===== config.mk =====
export PLATFORM = sky130hd
export DESIGN_NAME = adder_rr_sched
export DESIGN_NICKNAME = d
export VERILOG_FILES = /design/src/rtl/adder_rr_sched.sv
export SDC_FILE = /design/constraint.sdc
export NUM_CORES = 1
export LEC_CHECK = 0
export BUFFER_PORTS_ARGS = -buffer_cell sky130_fd_sc_hd__buf_2
export CAP_MARGIN = 20
export CORE_ASPECT_RATIO = 1.5
export CORE_MARGIN = 5
export CORE_UTILIZATION = 40
export DETAILED_ROUTE_END_ITERATION = 10
export SLEW_MARGIN = 20
export SYNTH_ARGS = -nofsm -noshare
export SYNTH_HDL_FRONTEND = slang
export SYNTH_SLANG_ARGS = --single-unit

===== constraint.sdc =====
create_clock -name clk -period 3.9 [get_ports clk]
set_clock_uncertainty 0.15 [all_clocks]
set_input_delay 0.585 -clock clk [delete_from_list [all_inputs] [get_ports clk]]
set_output_delay 0.585 -clock clk [all_outputs]
set_load 0.005 [all_outputs]

===== src/rtl/adder_rr_sched.sv =====
// Round-robin scheduler sharing one adder_nbit among NUM_REQ requesters.
// Each granted request is a multi-word add processed LSW first, one word per
// cycle, with the carry registered between words.
// Optional feature: define ADDER_RR_SCHED_SAT_EN to saturate the result to all
// ones when the final carry out is set (overflow still reads 1).

// Shared single-word adder with carry in/out
module adder_nbit #(
  parameter int BIT_WIDTH = 4
) (
  input  logic [BIT_WIDTH-1:0] a,
  input  logic [BIT_WIDTH-1:0] b,
  input  logic                 carry_in,
  output logic [BIT_WIDTH-1:0] sum,
  output logic                 carry_out
);

  assign {carry_out, sum} = {1'b0, a} + {1'b0, b} + {{BIT_WIDTH{1'b0}}, carry_in};

endmodule

module adder_rr_sched #(
  parameter  int BIT_WIDTH = 4,
  parameter  int WORDS     = 2,
  parameter  int NUM_REQ   = 3,
  localparam int OPW       = WORDS * BIT_WIDTH,
  localparam int IDW       = $clog2(NUM_REQ)
) (
  input  logic                   clk,
  input  logic                   n_rst,
  input  logic [NUM_REQ-1:0]     req,
  input  logic [NUM_REQ*OPW-1:0] op_a,
  input  logic [NUM_REQ*OPW-1:0] op_b,
  output logic [NUM_REQ-1:0]     grant,
  output logic                   busy,
  output logic                   done,
  output logic [IDW-1:0]         done_id,
  output logic [OPW-1:0]         result,
  output logic                   overflow
);

  localparam int CNTW = (WORDS > 1) ? $clog2(WORDS) : 1;

  typedef enum logic [1:0] {
    IDLE,
    ADD,
    DONE
  } state_t;

  state_t              state_q,    state_d;
  logic [IDW-1:0]      winner_q,   winner_d;
  logic [IDW-1:0]      rr_last_q,  rr_last_d;
  logic [OPW-1:0]      a_q,        a_d;
  logic [OPW-1:0]      b_q,        b_d;
  logic                carry_q,    carry_d;
  logic [CNTW-1:0]     word_cnt_q, word_cnt_d;
  logic [OPW-1:0]      result_q,   result_d;
  logic                overflow_q, overflow_d;
  logic [NUM_REQ-1:0]  grant_q,    grant_d;
  logic                busy_q,     busy_d;
  logic                done_q,     done_d;
  logic [IDW-1:0]      done_id_q,  done_id_d;

  logic                pick_found;
  logic [IDW-1:0]      pick_idx;
  logic [BIT_WIDTH-1:0] word_a;
  logic [BIT_WIDTH-1:0] word_b;
  logic [BIT_WIDTH-1:0] word_sum;
  logic                word_cout;
  logic                last_word;

  // Round-robin pick: first asserted request after rr_last, scanning upward with wrap
  always_comb begin
    int idx;
    pick_found = 1'b0;
    pick_idx   = '0;
    idx        = 0;
    for (int k = 1; k <= NUM_REQ; k++) begin
      idx = int'(rr_last_q) + k;
      if (idx >= NUM_REQ) begin
        idx = idx - NUM_REQ;
      end
      if (!pick_found && req[idx]) begin
        pick_found = 1'b1;
        pick_idx   = IDW'(idx);
      end
    end
  end

  // Select the current operand words feeding the shared adder
  always_comb begin
    int word_base;
    word_base = int'(word_cnt_q) * BIT_WIDTH;
    word_a    = a_q[word_base +: BIT_WIDTH];
    word_b    = b_q[word_base +: BIT_WIDTH];
    last_word = (word_cnt_q == CNTW'(WORDS - 1));
  end

  adder_nbit #(
    .BIT_WIDTH (BIT_WIDTH)
  ) u_adder (
    .a         (word_a),
    .b         (word_b),
    .carry_in  (carry_q),
    .sum       (word_sum),
    .carry_out (word_cout)
  );

  // Next-state logic: capture in IDLE, chain words in ADD, pulse done in DONE
  always_comb begin
    int word_base;
    int pick_base;
    state_d    = state_q;
    winner_d   = winner_q;
    rr_last_d  = rr_last_q;
    a_d        = a_q;
    b_d        = b_q;
    carry_d    = carry_q;
    word_cnt_d = word_cnt_q;
    result_d   = result_q;
    overflow_d = overflow_q;
    grant_d    = grant_q;
    busy_d     = busy_q;
    done_d     = 1'b0;
    done_id_d  = done_id_q;
    word_base  = int'(word_cnt_q) * BIT_WIDTH;
    pick_base  = int'(pick_idx) * OPW;

    case (state_q)
      IDLE: begin
        if (pick_found) begin
          winner_d   = pick_idx;
          rr_last_d  = pick_idx;
          a_d        = op_a[pick_base +: OPW];
          b_d        = op_b[pick_base +: OPW];
          carry_d    = 1'b0;
          word_cnt_d = '0;
          grant_d    = NUM_REQ'(1) << pick_idx;
          busy_d     = 1'b1;
          state_d    = ADD;
        end
      end

      ADD: begin
        result_d[word_base +: BIT_WIDTH] = word_sum;
        carry_d    = word_cout;
        word_cnt_d = word_cnt_q + CNTW'(1);
        if (last_word) begin
          overflow_d = word_cout;
`ifdef ADDER_RR_SCHED_SAT_EN
          if (word_cout) begin
            result_d = '1;
          end
`endif
          word_cnt_d = '0;
          grant_d    = '0;
          done_d     = 1'b1;
          done_id_d  = winner_q;
          state_d    = DONE;
        end
      end

      DONE: begin
        busy_d  = 1'b0;
        state_d = IDLE;
      end

      default: begin
        state_d = IDLE;
      end
    endcase
  end

  // State and registered outputs with synchronous active-low reset
  always_ff @(posedge clk) begin
    if (!n_rst) begin
      state_q    <= IDLE;
      winner_q   <= '0;
      rr_last_q  <= IDW'(NUM_REQ - 1);
      a_q        <= '0;
      b_q        <= '0;
      carry_q    <= 1'b0;
      word_cnt_q <= '0;
      result_q   <= '0;
      overflow_q <= 1'b0;
      grant_q    <= '0;
      busy_q     <= 1'b0;
      done_q     <= 1'b0;
      done_id_q  <= '0;
    end else begin
      state_q    <= state_d;
      winner_q   <= winner_d;
      rr_last_q  <= rr_last_d;
      a_q        <= a_d;
      b_q        <= b_d;
      carry_q    <= carry_d;
      word_cnt_q <= word_cnt_d;
      result_q   <= result_d;
      overflow_q <= overflow_d;
      grant_q    <= grant_d;
      busy_q     <= busy_d;
      done_q     <= done_d;
      done_id_q  <= done_id_d;
    end
  end

  assign grant    = grant_q;
  assign busy     = busy_q;
  assign done     = done_q;
  assign done_id  = done_id_q;
  assign result   = result_q;
  assign overflow = overflow_q;

endmodule

---- Word-level counts from Yosys, hierarchy flattened ----
Index checks and enable logic that the tools add are counted.
storage, ports and cells
  flip-flop bits (word level) ............. 40
  bits in latches ......................... 0
  memory bits (writable) .................. 0
  memory bits (read-only) ................. 0
  input bits .............................. 53
  output and inout bits ................... 16
  word-level logic and storage cells ...... 86
  memories ................................ 0
operators by class
  $add $sub $neg .......................... 10
  multiply operators ...................... 0
  div/mod/pow operators ................... 0
  order comparisons ....................... 6
  equality and inequality tests ........... 4
  shifts and indexed selects .............. 7
  muxes and demuxes ....................... 32
  bitwise operators ....................... 0
  reductions and logical operators ........ 14
operators by type and width
  operator                count
  $lt 32x4->1 const B     3
  $mux 32                 3
  $shiftx 24x6->8         2
  $neg 3->33              1
  $shift 4x33->8 const A  1
  $shiftx 4x33->8         1
  $shiftx 8x4->4          2
  $mux 1                  13
  $reduce_and 2->1        6
  $sub 3x2->4 const B     3
  $mux 2                  5
  $ge 3x2->1 const B      3
  $bwmux 8                1
  $add 2x2->3 const B     2
  $bmux 1 s2              3
  $mux 3                  2
  $pmux 1 s2              3
  $pmux 3 s2              1
  $add 4x4->5             1
  $add 5x1->5             1
  $ne 2x2->1 const B      2
  $pmux 2 s2              1
  $reduce_bool 2->1       2
  $add 2x1->3 const B     1
  other kinds (8)         10

---- Depth between registers and ports, before layout ----
  depth after elaboration ................. 16
  gate-level depth with buffers ........... 12
  depth with buffers taken out ............ 9

---- Modules after synthesis ----
From an unflattened synthesis, not the netlist that was laid out.
second synthesis, totals
  cells, all modules ...................... 237
  area total of the unflattened synthesis .. 2119.5 µm²
by module, submodules not included
  module          times used  cells an instance  area an instance (µm²)  seq. area each (µm²)
  adder_rr_sched  1           221                1975.6                  780.7
  adder_nbit      1           16                 143.9                   0.0

---- Worst setup path after synthesis ----
OpenSTA, ideal clock, no wires.
  kind .................................... register -> register
  start point ............................. register word_cnt_q (netlist: last_word)
  end point ............................... register overflow_q (netlist: overflow)
  setup time .............................. 0.116 ns
  data arrival time ....................... 2.265 ns
  required time ........................... 3.634 ns
  setup slack ............................. 1.369 ns
  cell stages (with the launch flop) ...... 12
  path buffers ............................ 2
  clock period less this slack ............ 2.531 ns
  cell sequence ........................... dfxtp_1 -> clkbuf_1 -> clkbuf_1 -> mux2_2 -> fa_1 -> inv_1 -> fa_1 -> nor2b_1 -> o21ai_0 -> nand2b_1 -> mux2i_1 -> nor2b_1
between the ends
  word-level cells in the longest chain between the ends .. 3
  elaborated cells between the ends (all ways) .. 5
  classes of those cells .................. add/sub (2); shift (2); reduce/logical (1)
RTL lines
  item                                      RTL line  source
  from (decl)                               56        logic [CNTW-1:0] word_cnt_q, word_cnt_d;
  from (signal assigned)                    197       word_cnt_q <= word_cnt_d;
  $shiftx 8x4->4, on equally long branches  94, 95
  $add 4x4->5                               18        assign {carry_out, sum} = {1'b0, a} + {1'b0, b} + {{BIT_WIDTH{1'b0}}, carry_in};
  $add 5x1->5                               18
  to (signal assigned)                      199       overflow_q <= overflow_d;
  to (decl)                                 58        logic overflow_q, overflow_d;
Several ways; a longest one is shown, not always the timed one.
A chain may end at the register's enable or synchronous reset.

==> flow_metrics.py <==
metrics = {
    "run_status": {
        "status": "completed",
    },
    "floorplan": {
        "die_area_um2": 7691,
        "placementRows": 34,
        "die_x_um": 73.29,
        "core_area_um2": 5828,
        "die_height_um": 104.9,
        "io_pins": 69,
        "start_util_pct": 41.24,
    },
    "setup_path": {
        "r2r_slack_ps": 700,
        "path_buf_inv": 2,
        "cpPeakStageDelay_ps": 860,
        "rr_startpoint": "winner_q[0]$_SDFFE_PN0P_",
        "startpoint_type": "register",
        "crit_chain": "inv_1, ha_1, inv_1, a221oi_1, a2111o_1, or3b_1, a21boi_1",
        "regToRegEndpoint": "grant[0]$_SDFFE_PN0P_",
        "arrival_ps": 3280,
        "ff2ff_path_depth": 7,
        "cp_max_fo": 35,
        "worstSetupStartpoint": "winner_q[0]$_SDFFE_PN0P_",
        "critPathSlowestCell": "a2111o_1",
        "required_ps": 3980,
        "path_common_cell": "inv_1",
        "critPathTopFamily": "compound AO/OA/AOI/OAI gates",
        "cp-end-kind": "register",
        "crit_type": "register to register",
    },
    "grt": {
        "grtUsageTotal_pct": 14.25,
        "grt_max_degree": 41,
        "antenna_found_initial": 0,
        "grt_pass1_vias": 1992,
        "grt_pass1_wl_um": 8880,
        "grt-ovfl-total": 0,
    },
    "finish": {
        "fill_cells": 588,
        "areaGrowthSynthToFinish_pct": 17.18,
        "final_area_um2": 2816,
        "nets": 383,
        "drive_gt1_share_pct": 31.99,
        "regArea_um2": 780.7,
        "antenna_cells": 0,
        "multi_input_comb_area_um2": 1431,
    },
    "sta": {
        "rsz0062_at_grt": "false",
        "setup_viol": 0,
        "worst_slew_pin_slew_ps": 1054,
        "max_freq_ghz": 0.3121,
        "tns_ps": 0,
        "slew_violations": 0,
        "max-slew-margin-rel_pct": 29.72,
        "fin_crit_sh_pct": 82.15,
        "hold_violations": 0,
        "period_minus_slack_ps": 3204,
    },
    "yosys": {
        "syn_inst": 266,
        "avgSynthCellArea_um2": 9.036,
        "synth_fp_nets": 328,
        "ys_ff_latch": 39,
        "ys.flop_type": "dfxtp_1",
        "yosys-top-cells-count": "39 x dfxtp_1, 35 x nand2_1, 24 x mux2i_1",
        "ys_async_sr_fraction_pct": 0,
        "yosysUniqueCellTypes": 42,
        "synth_top_area_share_pct": 32.48,
        "seq_area_frac_synth_pct": 32.48,
        "synth_top_area_cell": "dfxtp_1",
        "synth_edf_count": 0,
        "syn_area_um2": 2404,
        "yosysWarnings": 0,
        "yosysMostFrequentCell": "dfxtp_1",
        "synth_area_leaders": "dfxtp_1 32%, mux2i_1 10%, a21boi_2 7.5%, a211o_1 5.8%, nand2_1 5.5%",
    },
    "min_path": {
        "holdPathEnd": "result[7]$_SDFFE_PN0P_",
        "holdPathStages": 2,
        "hold_class": "register to register",
        "hold_start": "result[7]$_SDFFE_PN0P_",
    },
    "routing": {
        "antenna_left": 0,
        "vias_per_cell": 5.061,
        "vias": 1994,
        "drt_iter0_markers": 45,
        "firstDrtPassIters": 4,
        "wire_per_inst_um": 13.59,
        "routed_wl_um": 5355,
        "drc": 0,
    },
    "clock_network": {
        "clk_latency_ps": 290,
        "clk_pin_slew_ps": 80,
        "cts_setup_buffers": 0,
        "clock_sinks": 39,
        "clk_path_buf_depth": 2,
        "htreeDepth": 2,
        "ctsHoldBuffers": 0,
        "cts_tree": "built",
        "cts_buffers": 5,
        "root_buffer": "clkbuf_8",
        "cts-resized-gates": 0,
    },
    "power_and_ir_drop": {
        "power_density_nw_per_um2": 762.7,
        "p_leak_uw": 0.001309,
        "finalPower_uw": 2148,
        "ir_worst_vdd_uv": 355.0,
    },
    "place": {
        "dp_hpwl_um": 4072,
        "placedInstanceArea_um2": 2699,
        "globalplace.congestion": 0.7786,
        "portBuffers": 68,
    },
    "flow_run": {
        "drv_cap": 0,
    },
}
-- kinds of logic after synthesis --
kind of cell,synth area share [%]
AOI/OAI and AO/OA,24.94
DFF,32.48
buffers and inverters,7.964
xor gates and xnor gates,0.7289
adders and majority gates,5.310
muxes,12.81
and+or+nand+nor,15.77
-- cell usage in the layout, fill, tap and decap left out, drive strengths merged --
cell and count:
a21boi 27, o21ai 4, nand2 35, and3 3, and2b 1, a211o 16, dfxtp 39, a22oi 1
or3b 1, nor2b 8, nand3 7, nand2b 4, nor3 3, fa 2, a21o 1, a2111o 1
clkinv 1, clkbuf 6, a311oi 1, mux2i 24, o2111ai 1, a221oi 1, a2bb2oi 1, o211a 3
or2 1, buf 70, o22ai 2, bufinv 1, xnor2 2, mux2 6, o221a 2, o221ai 1
inv 11, ha 7, nor2 21, a21oi 7
-- how the worst max path moves through the flow --
stage | slack [ps] | end | depth (start not counted)
6_report | 700 | grant[0]$_SDFFE_PN0P_ | 7
5_1_grt | 460 | b_q[0]$_SDFFE_PN0P_ | 8
4_1_cts | 730 | a_q[7]$_SDFFE_PN0P_ | 8
3_5_place_dp | 760 | a_q[7]$_SDFFE_PN0P_ | 8
3_3_place_gp | 780 | grant[0]$_SDFFE_PN0P_ | 7
2_1_floorplan | 1370 | overflow$_SDFFE_PN0P_ | 11
-- metal layers --
layer | GRT usage [%] | share of wire, %
met1 | 15.98 | 40
met5 | 0 | 0
met2 | 26.44 | 54
met3 | 3.170 | 4.8
met4 | 3.368 | 0.99
-- state kept, by name (all words and copies together), names as in the netlist --
signal and cells:
a_q 8, grant 3, b_q 8, result 8, done_id 2, carry_q 1, winner_q 2, done 1
overflow 1, state_q 2, busy 1, rr_last_q 1, last_word 1
-- tightest hold or removal path, cell delays in order (launching register included) --
cell and delay, ps:
dfxtp_1 310, nand2_1 50, a21boi_0 60
-- where the power goes --
part	internal [uW]	switching [uW]	total, uW
clock	207	145	352
sequential	518	84.8	603
combinational	536	658	1190
-- stage by stage --
stage	utilization, %	hold slack (ps)	setup WS (ps)	cells
global placement	46.31	302.4	784.7	386
finish	48.33	315.1	696.2	394
CTS	48.33	318.1	733.9	394
global route	48.33	334.0	461.0	394
detailed placement	46.31	307.3	760.5	386
floorplan	-	285.3	1369	266
-- layout make-up --
class / count / share of cell area, %
clock inverters: 2 / 1.244
clock buffers: 6 / 2.932
multi-input cells: 194 / 50.82
well taps: 72 / 3.199
flip-flops and latches: 39 / 27.72
repair buffers: 70 / 12.62
inverters: 11 / 1.466
Note: power is estimated with default switching activity, not from simulation.
